File: config.mk
export PLATFORM = sky130hd
export DESIGN_NAME = seq_divider
export DESIGN_NICKNAME = d
export VERILOG_FILES = /design/src/rtl/seq_divider.sv
export SDC_FILE = /design/constraint.sdc
export NUM_CORES = 1
export LEC_CHECK = 0
export ABC_AREA = 1
export BUFFER_PORTS_ARGS = -buffer_cell sky130_fd_sc_hd__buf_4
export CORE_MARGIN = 2
export CORE_UTILIZATION = 30
export CTS_CLUSTER_SIZE = 10
export DETAILED_ROUTE_END_ITERATION = 10
export PLACE_DENSITY = 0.52
export SYNTH_ARGS = -nofsm -noshare
export SYNTH_HDL_FRONTEND = slang
export SYNTH_SLANG_ARGS = --single-unit
export TNS_END_PERCENT = 30
File: constraint.sdc
create_clock -name clk -period 2.3 [get_ports clk]
set_input_delay 0.23 -clock clk [delete_from_list [all_inputs] [get_ports clk]]
set_output_delay 0.23 -clock clk [all_outputs]
set_load 0.1 [all_outputs]
File: src/rtl/seq_divider.sv
// Restoring shift-subtract divider: one quotient bit per clock, W-cycle latency.
// Define DIVIDER_SIGNED_EN for two's-complement operands (truncating division).
module seq_divider #(
    parameter int unsigned W = 8
) (
    input  logic         clk,
    input  logic         reset_n,
    input  logic         start,
    input  logic [W-1:0] A,
    input  logic [W-1:0] B,
    output logic         busy,
    output logic         done,
    output logic [W-1:0] Q,
    output logic [W-1:0] R,
    output logic         dbz
);

    localparam int unsigned CW = (W > 2) ? $clog2(W) : 1;

    typedef enum logic [1:0] {S_IDLE, S_RUN, S_DONE} state_e;

    state_e         state_q, state_d;
    logic [W-1:0]   dvd_q, dvd_d;
    logic [W-1:0]   dvs_q, dvs_d;
    logic [W-1:0]   rem_q, rem_d;
    logic [CW-1:0]  cnt_q, cnt_d;
    logic [W-1:0]   q_q, q_d;
    logic [W-1:0]   r_q, r_d;
    logic           dbz_q, dbz_d;

    logic [W:0]     rem_sh, trial;
    logic [W-1:0]   dvd_sh, rem_step;
    logic [W-1:0]   a_mag, b_mag, q_fin, r_fin;

    // The stored remainder is always < divisor, so W bits suffice; the
    // shifted value and the trial subtraction are still carried at W+1 bits.
    always_comb begin
        rem_sh   = {rem_q, dvd_q[W-1]};
        trial    = rem_sh - {1'b0, dvs_q};
        dvd_sh   = {dvd_q[W-2:0], ~trial[W]};
        rem_step = trial[W] ? rem_sh[W-1:0] : trial[W-1:0];
    end

`ifdef DIVIDER_SIGNED_EN
    logic negq_q, negq_d;
    logic negr_q, negr_d;

    always_comb begin
        a_mag = A[W-1] ? -A : A;
        b_mag = B[W-1] ? -B : B;
        q_fin = negq_q ? -dvd_sh : dvd_sh;
        r_fin = negr_q ? -rem_step : rem_step;
    end
`else
    always_comb begin
        a_mag = A;
        b_mag = B;
        q_fin = dvd_sh;
        r_fin = rem_step;
    end
`endif

    always_comb begin
        state_d = state_q;
        dvd_d   = dvd_q;
        dvs_d   = dvs_q;
        rem_d   = rem_q;
        cnt_d   = cnt_q;
        q_d     = q_q;
        r_d     = r_q;
        dbz_d   = dbz_q;
`ifdef DIVIDER_SIGNED_EN
        negq_d  = negq_q;
        negr_d  = negr_q;
`endif
        case (state_q)
            S_IDLE, S_DONE: begin
                state_d = S_IDLE;
                if (start) begin
                    if (B == '0) begin
                        state_d = S_DONE;
                        q_d     = '1;
                        r_d     = A;
                        dbz_d   = 1'b1;
                    end else begin
                        state_d = S_RUN;
                        dvs_d   = b_mag;
                        dvd_d   = a_mag;
                        rem_d   = '0;
                        cnt_d   = '0;
`ifdef DIVIDER_SIGNED_EN
                        negq_d  = A[W-1] ^ B[W-1];
                        negr_d  = A[W-1];
`endif
                    end
                end
            end
            S_RUN: begin
                dvd_d = dvd_sh;
                rem_d = rem_step;
                cnt_d = cnt_q + 1'b1;
                if (cnt_q == CW'(W-1)) begin
                    state_d = S_DONE;
                    q_d     = q_fin;
                    r_d     = r_fin;
                    dbz_d   = 1'b0;
                end
            end
            default: state_d = S_IDLE;
        endcase
    end

    always_ff @(posedge clk or negedge reset_n) begin
        if (!reset_n) begin
            state_q <= S_IDLE;
            dvd_q   <= '0;
            dvs_q   <= '0;
            rem_q   <= '0;
            cnt_q   <= '0;
            q_q     <= '0;
            r_q     <= '0;
            dbz_q   <= 1'b0;
`ifdef DIVIDER_SIGNED_EN
            negq_q  <= 1'b0;
            negr_q  <= 1'b0;
`endif
        end else begin
            state_q <= state_d;
            dvd_q   <= dvd_d;
            dvs_q   <= dvs_d;
            rem_q   <= rem_d;
            cnt_q   <= cnt_d;
            q_q     <= q_d;
            r_q     <= r_d;
            dbz_q   <= dbz_d;
`ifdef DIVIDER_SIGNED_EN
            negq_q  <= negq_d;
            negr_q  <= negr_d;
`endif
        end
    end

    assign busy = (state_q == S_RUN);
    assign done = (state_q == S_DONE);
    assign Q    = q_q;
    assign R    = r_q;
    assign dbz  = dbz_q;

endmodule

---- Word level (Yosys, flattened, before mapping) ----
Cells that the tools add are included.
cells by class
  add/subtract/negate cells ............... 2
  equality and inequality tests ........... 7
  muxes and demuxes ....................... 26
  bitwise operators ....................... 2
  reductions and logical operators ........ 7
operator list
  kind                                                   number
  two-way mux 8 bit                                      11
  case mux 8 bit (2 select lines)                        4
  subtractor 9 x 8 -> 9 bit                              1
  zero test 8 bit                                        1
  two-way mux 2 bit                                      3
  two-way mux 3 bit                                      2
  inequality test 2 bit, second input constant           3
  case mux 3 bit (2 select lines)                        1
  AND reduction 3 bit                                    2
  case mux 2 bit (2 select lines)                        1
  AND reduction 4 bit                                    1
  adder 3 x 1 -> 3 bit, second input constant            1
  equality test 3 bit, second input constant             1
  two-way mux 1 bit                                      3
  equality test 2 x 1 -> 1 bit, second input constant    1
  equality test 2 bit, second input constant             1
  zero test 2 bit                                        1
  inequality test 2 x 1 -> 1 bit, second input constant  1
  NOT 1 bit                                              2
  case mux 1 bit (2 select lines)                        1
  nonzero test 2 bit                                     1
  OR reduction 2 bit                                     1
word-level totals
  flip-flop bits (word level) ............. 46
  input bits .............................. 19
  output and inout port bits .............. 19
  word-level logic and storage cells ...... 52

---- Logic depth before layout (Yosys ltp) ----
Gate-level depths: netlist of the first run.
  depth after elaboration ................. 4
  depth in mapped cells ................... 14

---- Least setup slack after synthesis of the first run ----
No wires, ideal clock.
  path kind ............................... flip-flop to output port
  start point ............................. register state_q[0]
  end point ............................... output port done
  arrival ................................. 1679 ps
  slack ................................... 391 ps
  cell stages (with the launch flop) ...... 2
  path buffers ............................ 0
  cell sequence ........................... dfrtp_1 -> nor2_1
between the ends
  word-level cells in the longest chain between the ends .. 1
ends and longest elaborated chain
  item                    RTL line  text
  from (decl)             22        state_e state_q, state_d;
  from (signal assigned)  128       state_q <= state_d;
  equality test 2 bit     144       assign done = (state_q == S_DONE);
  to (decl)               12        output logic done,
Every way passes these cells.

---- Worst setup path in the final report of the first run ----
  start point ............................. register dvd_q[7]
  end point ............................... register r_q[1], in the netlist R[1]
between the ends
  word-level cells in the longest chain between the ends .. 4
ends and longest elaborated chain
  item                             RTL line  text
  from (decl)                      23        logic [W-1:0] dvd_q, dvd_d;
  from (signal assigned)           129       dvd_q <= dvd_d;
  subtractor 9 x 8 -> 9 bit        39        trial = rem_sh - {1'b0, dvs_q};
  two-way mux 8 bit                41        rem_step = trial[W] ? rem_sh[W-1:0] : trial[W-1:0];
  two-way mux 8 bit                102       if (cnt_q == CW'(W-1)) begin
  case mux 8 bit (2 select lines)  76        case (state_q)
  to (signal assigned)             134       r_q <= r_d;
  to (decl)                        28        logic [W-1:0] r_q, r_d;
Every way passes these cells. The select of a mux whose other input is x is not followed.
A chain may end at the register's enable or synchronous reset.

==> results.json, run 1 <==
{
  "antenna_found_initial": 0,
  "synth_cell_types": 31,
  "critical_path.max_stage_delay_ps": 400,
  "cts_max_path_buffers": 2,
  "fillers": 887,
  "status": "finished clean",
  "crit_path_start": "dvd_q[7]",
  "maxSlewViolCount": 0,
  "dieWidth_um": 95.86,
  "grt_use_total_pct": 14.03,
  "drt_iter0_drc": 142,
  "crit_chain": "inv_1, ha_1, inv_1, fa_1, nand2_1, nand2_1, nand3_1, nand2_1, nand2_1, nand2_2, nand3_1, nand3_1, nand2_1, inv_1",
  "setup_ws_ps": 221.8,
  "r2r_setup_slack_ps": 220,
  "syn2layout_area_growth_pct": 19.18,
  "r2r_end": "R[1]",
  "setup_tns_ps": 0,
  "syn-num-nets": 358,
  "cts_tree": "done",
  "num_vias": 2142,
  "path_clk_slew_ps": 80,
  "yosysSeqAreaShare_pct": 45.48,
  "post-place-ws_ps": 224.2,
  "arrival_ps": 2280,
  "synth_top_area_share_pct": 45.48,
  "post-dp-hpwl_mm": 4.380,
  "portBuffers": 37,
  "worstReg2RegStart": "dvd_q[7]",
  "final_layout_size_suffix_gt1_share_pct": 15.22,
  "synth_ff_type": "dfrtp_1",
  "cts.sinks": 46,
  "whs_ps": 144.3,
  "hold_viol_final": 0,
  "diodes": 0,
  "htree_levels": 2,
  "initial_utilization_pct": 30.81,
  "wl_per_cell_um": 12.32,
  "min_period_ps": 2078,
  "drt_pass1_iterations": 4,
  "period_share_pct": 90.36,
  "avgSynthCellArea_um2": 7.717,
  "clk_latency_ps": 300,
  "drv_cap": 0,
  "placementRows": 33,
  "top_level_ports": 38,
  "cp-start-kind": "register",
  "critPathKind": "reg2reg",
  "syn-instance-count": 328,
  "fmax_ghz": 0.4812,
  "async_flop_share_pct": 100.0,
  "layout_commonest_cell": "nand2_1",
  "crit_slowest_cell": "fa_1",
  "grt_pass1_vias": 2126,
  "synth_edf_count": 0,
  "grt-ovfl-total": 0,
  "ant_nets": 0,
  "coreArea_mm2": 0.008217,
  "synth_warnings": 0,
  "cts_buffers": 5,
  "grt_max_degree": 47,
  "synth_area_leaders": "dfrtp_1, nand2_1, inv_1",
  "final_cell_mix": "nand2_1, inv_1, dfrtp_1, nand3_1, buf_4",
  "grt_pass1_wl_mm": 9.880,
  "tightest_slew_ps": 597.1,
  "fin_skew_ps": 8.625,
  "cp-end-kind": "register",
  "hp-class": "in2reg",
  "synth_area_mm2": 0.002531,
  "min_to": "dvs_q[0]",
  "hp-start": "B[0]",
  "placed_cells": 464,
  "cts-root-buf": "clkbuf_8",
  "routed_wl_mm": 5.825,
  "die-height_um": 95.86,
  "crit_top_cell": "nand2_1",
  "rsz0062_at_grt": "no",
  "crit_path_max_fanout": 9,
  "synth_seq_cells": 46,
  "via_per_inst": 4.529,
  "yosysTopAreaCell": "dfrtp_1",
  "reg2regPathDepth": 14,
  "slew-limit-headroom_pct": 60.19,
  "whs_path_depth": 3,
  "layout.cells.non_filler": 473,
  "nets": 397,
  "worstPathRequired_ps": 2500,
  "dieArea_mm2": 0.009188,
  "post_cts_buffers": 0,
  "setup_viol": 0,
  "drc": 0,
  "place_congestion": 0.7807
}
synthesized netlist by cell type, types with 4 or more instances:
master	count
dfrtp_1	46
inv_1	59
a31oi_1	8
o21ai_1	7
nand3_1	41
ha_1	10
or2_0	5
nor2_1	27
o21ai_0	14
nand2_2	4
nand2_1	78
through the flow:
stage	utilization (%)	cell area, um2
floorplan	-	2531
global placement	35.43	2912
detailed placement	35.43	2912
CTS	36.71	3017
global route	36.71	3017
finish	36.71	3017
how the worst max path moves through the flow:
stage | end | slack [ps] | cells past startpoint
final | R[1] | 220 | 14
after global routing | R[0] | 10 | 14
after CTS | R[7] | 220 | 14
after detailed placement | R[1] | 220 | 14
after global placement | R[1] | 280 | 14
after floorplan | done | 390 | 1
registers in the layout (all words and copies together) (netlist names):
register and cells:
Q 8, R 8, dvd_q 8, dvs_q 8
rem_q 8, cnt_q 3, state_q 2, dbz 1
layout make-up:
cell class	instances	area, um2	share of cell area (%)
flip-flops and latches	46	1151	38.16
multi-input cells	213	1105	36.62
repair buffers	40	302.8	10.04
inverters	61	231.5	7.673
well taps	105	131.4	4.355
clock buffers	7	86.33	2.862
clock inverters	1	8.758	0.2903
cell families after synthesis:
| logic type | count (synthesis) | share of synthesized area, % |
|---|---|---|
| DFF | 46 | 45.48 |
| buffers and inverters | 69 | 10.87 |
| AOI/OAI and AO/OA | 37 | 8.404 |
| xor gates and xnor gates | 3 | 1.038 |
| adders and majority gates | 11 | 5.734 |
| and+or+nand+nor | 162 | 28.47 |
critical path: cells and delay by family, from the launching register on:
kind	cells	cell delay, ps
and+or+nand+nor	9	880
buffers and inverters	3	170
DFF	1	380
adders and majority gates	2	540
routing by layer:
metal / vias up / track usage [%] / part of all wire, %
met2: 34 / 23.66 / 48
met1: 995 / 18.10 / 47
met4: 0 / 4.762 / 1.4
met5: - / 0 / 0
li1: 1108 / - / -
met3: 5 / 2.584 / 3.3
what timing repair did:
item | in CTS | in global routing
hold buffers | 1 | 0
resized for setup | 0 | 0
endpoints found under the hold margin | 46 | 0
setup endpoints to repair | 0 | 0
Power of run 1 is left out: the tool's default activity adds up to more than one toggle a clock period on the data nets, which glitch-free logic cannot reach.
==> inputs of run 2 (changes only) <==
--- a/config.mk
+++ b/config.mk
@@ -6,12 +6,11 @@
 export NUM_CORES = 1
 export LEC_CHECK = 0
 export ABC_AREA = 1
-export BUFFER_PORTS_ARGS = -buffer_cell sky130_fd_sc_hd__buf_4
-export CORE_MARGIN = 2
 export CORE_UTILIZATION = 30
 export CTS_CLUSTER_SIZE = 10
 export DETAILED_ROUTE_END_ITERATION = 10
-export PLACE_DENSITY = 0.52
+export DONT_BUFFER_PORTS = 1
+export PLACE_DENSITY = 0.49
 export SYNTH_ARGS = -nofsm -noshare
 export SYNTH_HDL_FRONTEND = slang
 export SYNTH_SLANG_ARGS = --single-unit
==> run 2 against run 1 <==
Net effect:
- die area down 4.1%
- first-iteration DRC count down 57%
- register-to-register slack better by 20 ps
- fmax up 1.2%
- wire length up 2.6%
- hold slack worse by 110 ps
==> results.json, run 2 (same netlist as run 1, synthesis figures left out) <==
{
  "clk_latency_ps": 310,
  "syn2layout_area_growth_pct": 14.73,
  "initial_utilization_pct": 30.96,
  "post-dp-hpwl_mm": 4.368,
  "maxSlewViolCount": 0,
  "cts_tree": "done",
  "coreArea_mm2": 0.008175,
  "hold_viol_final": 0,
  "dieArea_mm2": 0.008809,
  "diodes": 0,
  "num_vias": 2079,
  "arrival_ps": 2270,
  "cts.sinks": 46,
  "layout_commonest_cell": "nand2_1",
  "tightest_slew_ps": 919.0,
  "setup_tns_ps": 0,
  "grt-ovfl-total": 0,
  "ant_nets": 0,
  "min_period_ps": 2054,
  "fmax_ghz": 0.4868,
  "top_level_ports": 38,
  "crit_path_max_fanout": 9,
  "cts_buffers": 5,
  "place_congestion": 0.8045,
  "final_layout_size_suffix_gt1_share_pct": 10.53,
  "grt_pass1_wl_mm": 9.977,
  "drt_pass1_iterations": 4,
  "wl_per_cell_um": 13.38,
  "final_cell_mix": "nand2_1, inv_1, dfrtp_1, nand3_1, nor2_1",
  "routed_wl_mm": 5.979,
  "drc": 0,
  "htree_levels": 2,
  "status": "finished clean",
  "post_cts_buffers": 0,
  "antenna_found_initial": 0,
  "slew-limit-headroom_pct": 38.73,
  "cts_max_path_buffers": 2,
  "drt_iter0_drc": 61,
  "cp-end-kind": "register",
  "whs_ps": 37.27,
  "cp-start-kind": "register",
  "grt_use_total_pct": 14.84,
  "path_clk_slew_ps": 100,
  "drv_cap": 0,
  "placementRows": 33,
  "dieWidth_um": 93.86,
  "period_share_pct": 89.32,
  "critPathKind": "reg2reg",
  "setup_viol": 0,
  "nets": 371,
  "fillers": 892,
  "fin_skew_ps": 6.559,
  "fin_util_pct": 35.52,
  "grt_max_degree": 47,
  "via_per_inst": 4.651,
  "hp-class": "in2reg",
  "worstPathRequired_ps": 2520,
  "cts-root-buf": "clkbuf_8",
  "grt_pass1_vias": 2081,
  "rsz0062_at_grt": "no",
  "die-height_um": 93.86,
  "portBuffers": 0
}
## run 2: cell types whose count changed in the layout (fill, tap and decap cells not counted), moves of 2 or more
| cell | change |
|---|---|
| nand3_1 | -4 |
| nand2_4 | +2 |
| buf_4 | -28 |
| nand2_2 | -2 |
| nand3_2 | +4 |
## run 2: final cells by class
class | count | area, um2 | share of cell area [%]
sequential | 46 | 1151 | 39.64
clock inverter | 3 | 43.79 | 1.508
inverter | 61 | 231.5 | 7.971
multi-input combinational | 213 | 1137 | 39.16
timing repair buffer | 14 | 140.1 | 4.825
tap | 105 | 131.4 | 4.524
clock buffer | 5 | 68.82 | 2.370
## run 2: metal layers
metal  track usage (%)  routed length [um]  vias to the layer above
li1                  -                   -                     1057
met1             18.14                2756                      977
met2             24.57                2763                       36
met3             4.126                 324                        9
met4             5.897                 134                        0
met5                 0                   0                        -
## run 2: repair_timing
item | CTS | global route
setup endpoints to repair | 0 | 7
hold endpoints to repair | 46 | 0
resized for setup | 0 | 6
hold buffers | 2 | 0
## run 2: critical path: stages (launching register included)
cell and delay (ps):
dfrtp_1 390, inv_1 70, ha_1 140, inv_1 70, fa_1 400, nand2_1 80, nand2_1 90, nand3_2 100
nand2_1 70, nand2_1 110, nand2_4 100, nand3_1 130, nand3_1 90, nand2_1 70, inv_1 30
## run 2: stage by stage
step,setup WS (ps),area [um2],cells
6_report,245.7,2904,447
3_3_place_gp,277.6,2724,437
5_1_grt,25.30,2904,447
3_5_place_dp,186.7,2724,437
2_1_floorplan,390.6,2531,328
4_1_cts,188.2,2874,447
## run 2: path summary, 6_finish.rpt
path	from	to	slack [ps]	cells past startpoint
max	dvd_q[7]	R[7]	250	14
min	B[4]	dvs_q[4]	40	2
max reg2reg	dvd_q[7]	R[7]	250	14
min reg2reg	cnt_q[0]	cnt_q[0]	480	1
max in group asynchronous	reset_n	rem_q[1]	1640	2
min in group asynchronous	reset_n	rem_q[2]	440	2
Power of run 2 is left out for the same reason.
==> inputs of run 3 (changes only) <==
--- a/config.mk
+++ b/config.mk
@@ -10,6 +10,7 @@
 export CTS_CLUSTER_SIZE = 10
 export DETAILED_ROUTE_END_ITERATION = 10
 export DONT_BUFFER_PORTS = 1
+export MAX_ROUTING_LAYER = met4
 export PLACE_DENSITY = 0.49
 export SYNTH_ARGS = -nofsm -noshare
 export SYNTH_HDL_FRONTEND = slang
==> run 3 against run 2 <==
Net effect:
- critical path depth did not move
- die area did not move
- wire length fell by 0.15%
- non-clock buffer count did not move
- critical path type unchanged
- worst setup slack improved by 7.3 ps
- core utilization did not move
- register-to-register slack barely moved
- cell count did not move
- fmax rose by 0.36%
- hold slack improved by 2.0 ps
==> results.json, run 3 (same netlist as run 1, synthesis figures left out) <==
{
  "place_area_mm2": 0.002724,
  "fmax_ghz": 0.4885,
  "via_per_inst": 4.593,
  "r2r_setup_slack_ps": 250,
  "syn2layout_area_growth_pct": 14.73,
  "hold_viol_final": 0,
  "ant_nets": 0,
  "antenna_found_initial": 0,
  "reg2regPathDepth": 14,
  "cts-root-buf": "clkbuf_8",
  "period_share_pct": 89.00,
  "fin_util_pct": 35.52,
  "hp-start": "B[4]",
  "fin_skew_ps": 5.456,
  "die-height_um": 93.86,
  "layout_commonest_cell": "nand2_1",
  "min_period_ps": 2047,
  "setup_viol": 0,
  "drv_cap": 0,
  "grt_pass1_wl_mm": 9.977,
  "fillers": 892,
  "grt_pass1_vias": 2078,
  "grt_use_total_pct": 15.30,
  "fin_area_mm2": 0.002904,
  "worstPathRequired_ps": 2520,
  "clk_latency_ps": 310,
  "placementRows": 33,
  "final_cell_mix": "nand2_1, inv_1, dfrtp_1, nand3_1, nor2_1",
  "setup_tns_ps": 0,
  "diodes": 0,
  "cp-end-kind": "register",
  "grt_max_degree": 47,
  "routed_wl_mm": 5.970,
  "whs_path_depth": 2,
  "cts_tree": "done",
  "hp-class": "in2reg",
  "dieWidth_um": 93.86,
  "initial_utilization_pct": 30.96,
  "post-dp-hpwl_mm": 4.368,
  "min_to": "dvs_q[4]",
  "dieArea_mm2": 0.008809,
  "top_level_ports": 38,
  "arrival_ps": 2260,
  "portBuffers": 0,
  "slew-limit-headroom_pct": 38.78,
  "wl_per_cell_um": 13.36,
  "drc": 0,
  "nets": 371,
  "worstReg2RegStart": "dvd_q[7]",
  "critPathKind": "reg2reg",
  "coreArea_mm2": 0.008175,
  "tightest_slew_ps": 918.3,
  "num_vias": 2053,
  "cts.sinks": 46,
  "htree_levels": 2,
  "cts_max_path_buffers": 2,
  "maxSlewViolCount": 0,
  "r2r_end": "R[5]",
  "cts_buffers": 5,
  "status": "finished clean",
  "drt_pass1_iterations": 4,
  "final_layout_size_suffix_gt1_share_pct": 10.53,
  "path_clk_slew_ps": 100,
  "place_congestion": 0.8161,
  "rsz0062_at_grt": "no",
  "drt_iter0_drc": 51,
  "grt-ovfl-total": 0,
  "crit_path_max_fanout": 9,
  "cp-start-kind": "register"
}
==> run 3: worst max path at each step <==
stage	startpoint	end	depth (start not counted)
CTS	dvd_q[7]	R[4]	14
global placement	dvd_q[7]	R[4]	14
detailed placement	dvd_q[7]	R[4]	14
global route	dvd_q[7]	R[6]	14
finish	dvd_q[7]	R[5]	14
floorplan	state_q[0]	done	1
==> run 3: through the flow <==
stage               hold slack [ps]  instances  setup WS, ps
floorplan                    -65.59        328         390.6
global placement             -63.04        437         277.6
detailed placement           -64.36        437         186.7
CTS                           32.88        447         188.2
global route                  44.52        447         27.17
finish                        39.29        447         253.0
==> run 3: final cells by class <==
cell class                      instances  area [um2]  share of cell area [%]
Inverter                               61       231.5                   7.971
Multi-Input combinational cell        213        1137                   39.16
Clock buffer                            5       68.82                   2.370
Tap cell                              105       131.4                   4.524
Sequential cell                        46        1151                   39.64
Timing Repair Buffer                   14       140.1                   4.825
Clock inverter                          3       43.79                   1.508
==> run 3: timing repair <==
action                     4_1_cts  5_1_grt
hold endpoints to repair        46        0
hold buffers                     2        0
gates resized for setup          0        6
setup buffers                    0        0
setup endpoints to repair        0        7
==> run 3: worst max-delay path, stage by stage (launching register included) <==
cell	delay (ps)
dfrtp_1	390
inv_1	70
ha_1	140
inv_1	70
fa_1	400
nand2_1	80
nand2_1	90
nand3_2	100
nand2_1	70
nand2_1	110
nand2_4	100
nand3_1	130
nand3_1	100
nand2_1	60
inv_1	30
==> run 3: layer usage <==
| metal | track usage (%) | vias to the layer above | part of all wire [%] |
|---|---|---|---|
| met5 | - | - | 0 |
| met4 | 5.897 | 0 | 2.2 |
| met3 | 3.398 | 10 | 4.4 |
| met2 | 24.64 | 33 | 47 |
| met1 | 18.69 | 955 | 47 |
| li1 | - | 1055 | - |
Power of run 3 is left out for the same reason.
